$ cat src/rtl/alu4_acc_seq.sv
`default_nettype none
// ============================================================================
// Module      : alu4_acc_seq
// Description : Command sequencer and 4-bit accumulator wrapped around an
//               external combinational 4-bit ALU. A command is accepted over
//               a valid/ready handshake. It is executed against the
//               accumulator, which is ALU operand a, with the command data as
//               operand b. The new accumulator value is then offered
//               downstream over a second valid/ready handshake.
//
// Parameters  : CNT_W   - width of the completed-operation counter (wraps)
//               ACC_RST - accumulator value after reset
//
// Ports       : clk, rst          - clock, asynchronous active-high reset
//               in_valid/in_ready - command handshake
//               in_load           - 1: load in_data, 0: take ALU result
//               in_opt, in_data   - ALU opcode, operand b / load value
//               alu_a/b/opt       - registered operands to the ALU
//               alu_y             - ALU combinational result
//               out_valid/ready   - result handshake
//               out_data/out_zero - new accumulator value and its zero flag
//               op_cnt            - count of results handed downstream
//
// Revision    : 1.0 - initial release
// ============================================================================
module alu4_acc_seq #(
    parameter int         CNT_W   = 8,
    parameter logic [3:0] ACC_RST = 4'h0
) (
    input  logic             clk,
    input  logic             rst,
    // command side
    input  logic             in_valid,
    output logic             in_ready,
    input  logic             in_load,
    input  logic [2:0]       in_opt,
    input  logic [3:0]       in_data,
    // ALU side
    output logic [3:0]       alu_a,
    output logic [3:0]       alu_b,
    output logic [2:0]       alu_opt,
    input  logic [3:0]       alu_y,
    // result side
    output logic             out_valid,
    input  logic             out_ready,
    output logic [3:0]       out_data,
    output logic             out_zero,
    output logic [CNT_W-1:0] op_cnt
);

    typedef enum logic [1:0] {
        ST_IDLE = 2'd0,
        ST_EXEC = 2'd1,
        ST_RESP = 2'd2
    } state_t;

    localparam logic [CNT_W-1:0] c_CNT_ONE  = {{(CNT_W-1){1'b0}}, 1'b1};
    // The zero flag comes out of reset set when the accumulator resets to 0.
    localparam logic             c_ZERO_RST = (ACC_RST == 4'h0);

    state_t           r_state;
    logic [3:0]       r_acc;
    logic [3:0]       r_b;
    logic [2:0]       r_opt;
    logic             r_load;
    logic             r_in_ready;
    logic             r_out_valid;
    logic [3:0]       r_out_data;
    logic             r_out_zero;
    logic [CNT_W-1:0] r_op_cnt;

    // The value written back in EXEC. The ALU has had a full cycle to settle
    // on the registered operands, so alu_y is stable at this edge.
    logic [3:0]       w_result;
    assign w_result = r_load ? r_b : alu_y;

    always_ff @(posedge clk or posedge rst) begin
        if (rst) begin
            r_state     <= ST_IDLE;
            r_acc       <= ACC_RST;
            r_b         <= 4'h0;
            r_opt       <= 3'b000;
            r_load      <= 1'b0;
            r_in_ready  <= 1'b1;
            r_out_valid <= 1'b0;
            r_out_data  <= 4'h0;
            r_out_zero  <= c_ZERO_RST;
            r_op_cnt    <= '0;
        end else begin
            case (r_state)
                ST_IDLE: begin
                    if (in_valid && r_in_ready) begin
                        r_b        <= in_data;
                        r_opt      <= in_opt;
                        r_load     <= in_load;
                        r_in_ready <= 1'b0;
                        r_state    <= ST_EXEC;
                    end
                end

                ST_EXEC: begin
                    r_acc       <= w_result;
                    r_out_data  <= w_result;
                    r_out_zero  <= (w_result == 4'h0);
                    r_out_valid <= 1'b1;
                    r_state     <= ST_RESP;
                end

                ST_RESP: begin
                    // Result and flag are held until downstream takes them.
                    // Any command presented now waits upstream.
                    if (r_out_valid && out_ready) begin
                        r_out_valid <= 1'b0;
                        r_op_cnt    <= r_op_cnt + c_CNT_ONE;
                        r_in_ready  <= 1'b1;
                        r_state     <= ST_IDLE;
                    end
                end

                default: begin
                    r_state     <= ST_IDLE;
                    r_in_ready  <= 1'b1;
                    r_out_valid <= 1'b0;
                end
            endcase
        end
    end

    assign in_ready  = r_in_ready;
    assign alu_a     = r_acc;
    assign alu_b     = r_b;
    assign alu_opt   = r_opt;
    assign out_valid = r_out_valid;
    assign out_data  = r_out_data;
    assign out_zero  = r_out_zero;
    assign op_cnt    = r_op_cnt;

endmodule
`default_nettype wire

$ cat config.mk
export PLATFORM = sky130hd
export DESIGN_NAME = alu4_acc_seq
export DESIGN_NICKNAME = d
export VERILOG_FILES = /design/src/rtl/alu4_acc_seq.sv
export SDC_FILE = /design/constraint.sdc
export NUM_CORES = 1
export LEC_CHECK = 0
export CORE_MARGIN = 2
export CORE_UTILIZATION = 46
export DETAILED_ROUTE_END_ITERATION = 6
export HOLD_SLACK_MARGIN = 0.12
export PLACE_DENSITY = 0.83
export SLEW_MARGIN = 20
export SYNTH_ARGS = -nofsm -noshare
export SYNTH_HDL_FRONTEND = slang
export SYNTH_SLANG_ARGS = --single-unit
export TNS_END_PERCENT = 100
$ cat constraint.sdc
create_clock -name clk -period 3.01 [get_ports clk]
set_input_delay 0.602 -clock clk [delete_from_list [all_inputs] [get_ports clk]]
set_output_delay 0.602 -clock clk [all_outputs]
set_load 0.01 [all_outputs]
==> flow_summary.json <==
{
  "fmax_ghz": 0.497,
  "floorplan.initialDensity_pct": 49.2,
  "yosysSeqAreaShare_pct": 57.1,
  "main_flop_type_after_synthesis": "sky130_fd_sc_hd__dfrtp_1",
  "final-seq-area_sq_um": 628,
  "grt_pass1_vias": 779,
  "grt_setup_unrepaired": "no",
  "tightest_slew_ns": 0.885,
  "avgSynthCellArea_sq_um": 12.0,
  "cts_htree_levels": 1,
  "largest_delay_contributor_family_on_the_critical_path": "flip-flops",
  "number_of_distinct_standard_cells_referenced_by_the_synthesized_netlist": 31,
  "synth-warning-count": 0,
  "fin_crit_ns": 2.01,
  "critPathCaptureType": "output port",
  "diodes": 0,
  "layout_worst_path_cycle_share_pct": 66.9,
  "cts_sinks": 25,
  "result_of_the_run": "completed",
  "clock_power_share_pct": 28.8,
  "hold_path_class": "flop to flop",
  "numPortBuffers": 41,
  "design.final.nets": 148,
  "path_class": "flop to output port",
  "die_h_um": 52.9,
  "final_max_slew_viol_count": 0,
  "switching_power_uw": 108,
  "num_rows": 17,
  "synthesized_netlist_net_count": 109,
  "final_layout_size_suffix_gt1_share_pct": 10.8,
  "cts_buffer_depth": 2,
  "clock-root-buffer": "sky130_fd_sc_hd__clkbuf_4",
  "first_pass_grt_wire_length_um": 3480,
  "mappedNetlistArea_sq_mm": 0.00110,
  "postCtsResizedCells": 0,
  "required_ns": 2.41,
  "power_frac_seq_pct": 65.4,
  "power.internal_uw": 406,
  "power_density_mw_per_mm2": 338,
  "cts_buffer_count": 3,
  "cts.clk_slew.worst_paths_ns": 0.13,
  "slew_headroom_pct": 40.9,
  "via_count": 788,
  "cellLeakagePower_uw": 0.000690,
  "post_cts_hold_buffer_count": 0,
  "startpoint_type": "flop",
  "finalHoldViolCount": 0,
  "post_synth_edffs": 0,
  "finish.utilization_pct": 68.1,
  "number_of_flip_flops_and_latches_in_the_synthesized_netlist": 25,
  "cp_max_fanout": 3,
  "antenna_found_initial": 0,
  "grt_max_degree": 26,
  "via_density_per_instance": 4.99,
  "combPwrFrac_pct": 5.8,
  "grt.overflow.total": 0,
  "worstPathCellList": "clkdlybuf4s50_1",
  "firstDrtPassIters": 1,
  "place.gp.congestion": 0.771,
  "tritoncts_clock_tree": "yes",
  "detail_route.iter0.violations": 0,
  "die-area_sq_mm": 0.00280,
  "drtAntennaViolNets": 0,
  "syn-instance-count": 92,
  "drc": 0,
  "cts_setup_buffers": 0,
  "clk_latency_worst_skew_pair_ns": 0.32,
  "critPathBufInv": 1,
  "fin_tns_setup_ns": 0,
  "crit_slowest_cell": "sky130_fd_sc_hd__dfstp_2",
  "setup_violations": 0,
  "wire_per_inst_um": 13.1,
  "filler_cell_count": 186,
  "area.growth.synth_to_final_pct": 38.3,
  "core_region_area_sq_mm": 0.00223,
  "die-width_um": 52.9,
  "power.switching_fraction_pct": 20.9,
  "gr-usage-all-layers_pct": 17.8,
  "vdd.ir_drop.worst_uv": 307,
  "worst_ep_arrival_time_ns": 1.41,
  "synth-async-reset-ratio_pct": 100,
  "clock_skew_ns": 0.00510,
  "num_io_pins": 42,
  "final_routed_wirelength_um": 2080,
  "max-cap-violations": 0,
  "multi_input_area_sq_um": 418,
  "worst_path_largest_cell_delay_ns": 0.56
}
[placed cells by master, fill, tap and decap left out]
cell,n
sky130_fd_sc_hd__clkdlybuf4s50_1,41
sky130_fd_sc_hd__dfrtp_1,23
sky130_fd_sc_hd__mux2_2,8
sky130_fd_sc_hd__mux2i_1,4
sky130_fd_sc_hd__dfstp_2,2
sky130_fd_sc_hd__clkbuf_4,3
sky130_fd_sc_hd__xnor2_1,4
sky130_fd_sc_hd__nor4_1,1
sky130_fd_sc_hd__nand2b_1,1
sky130_fd_sc_hd__nor2_1,1
sky130_fd_sc_hd__nand2_1,14
sky130_fd_sc_hd__or4_1,1
sky130_fd_sc_hd__o21ai_0,5
sky130_fd_sc_hd__nand4_1,2
sky130_fd_sc_hd__o21a_1,1
sky130_fd_sc_hd__o22a_1,1
sky130_fd_sc_hd__and4b_1,1
sky130_fd_sc_hd__nand4b_1,1
sky130_fd_sc_hd__a21oi_1,2
sky130_fd_sc_hd__nor3_1,2
sky130_fd_sc_hd__a21o_1,1
sky130_fd_sc_hd__and3_1,1
sky130_fd_sc_hd__inv_1,1
sky130_fd_sc_hd__or4b_1,1
sky130_fd_sc_hd__clkbuf_1,1
sky130_fd_sc_hd__xor2_1,3
sky130_fd_sc_hd__ha_1,1
sky130_fd_sc_hd__nand3b_1,1
sky130_fd_sc_hd__nand3_1,1
sky130_fd_sc_hd__o21ai_2,1
[final cells by class]
cell class | count | share of cell area, %
Clock buffer | 4 | 1.73
Inverter | 1 | 0.247
Multi-Input combinational cell | 59 | 27.5
Sequential cell | 25 | 41.3
Tap cell | 28 | 2.30
Timing Repair Buffer | 41 | 27.0
[cell families after synthesis]
group	share of synthesized area, %
multiplexers	11.8
XOR/XNOR	5.57
adder cells (fa/ha/maj)	1.14
flip-flops	57.1
AO/OA/AOI/OAI	6.14
AND/OR/NAND/NOR	13.3
buffers and inverters	4.89
[registers in the layout (all words and copies together), names as in the netlist]
signal,flops
out_zero,1
out_valid,1
op_cnt,8
alu_opt,3
alu_b,4
in_ready,1
r_load,1
r_state,2
out_data,4
[Yosys cell counts (all sizes together) (2+ instances only)]
cell type | instances | area share [%]
nor3 | 2 | 0.91
nand4 | 2 | 1.1
dfstp | 2 | 4.8
mux2 | 8 | 8.2
mux2i | 4 | 3.6
dfrtp | 23 | 52
o21ai | 6 | 3.1
nand2 | 14 | 4.8
a21oi | 2 | 0.91
xnor2 | 4 | 3.2
xor2 | 3 | 2.4
buf | 6 | 4.2
[power by group through the flow]
| stage | clock network (uW) | logic (uW) | registers (uW) |
|---|---|---|---|
| after global placement | 0 | 29.5 | 342 |
| after global routing | 167 | 32.9 | 336 |
| after floorplan | 0 | 7.42 | 342 |
| after CTS | 151 | 30.5 | 336 |
| after detailed placement | 0 | 30.4 | 342 |
| final | 148 | 29.8 | 336 |
[worst paths after layout]
| path | cells past startpoint | slack, ns | endpoint | start |
|---|---|---|---|---|
| worst min-delay path | 2 | 0.48 | out_zero | out_zero |
| min in group asynchronous | 2 | 0.76 | out_data[0] | rst |
| worst min register to register | 2 | 0.48 | out_zero | out_zero |
| worst max register to register | 3 | 1.52 | alu_b[0] | r_state[0] |
| worst max-delay path | 1 | 1.0 | in_ready | in_ready |
| max in group asynchronous | 2 | 1.71 | op_cnt[1] | rst |
[through the flow]
step,total power [uW],std cells,hold slack [ns],cell area (sq um),worst slack (ns)
after floorplan,350,92,0.479,1100,1.55
after global placement,372,154,0.462,1500,1.04
after detailed placement,373,154,0.462,1500,0.932
after CTS,518,158,0.480,1520,0.985
after global routing,536,158,0.496,1520,0.935
final,514,158,0.479,1520,0.998
[per-layer routing]
layer	global-route usage [%]	up-vias	wire length (um)
met3	2.54	5	89
li1	-	390	-
met5	0	-	0
met2	29.6	24	1060
met1	21.9	369	881
met4	10.3	0	45
(Power assumes the default switching activity.)
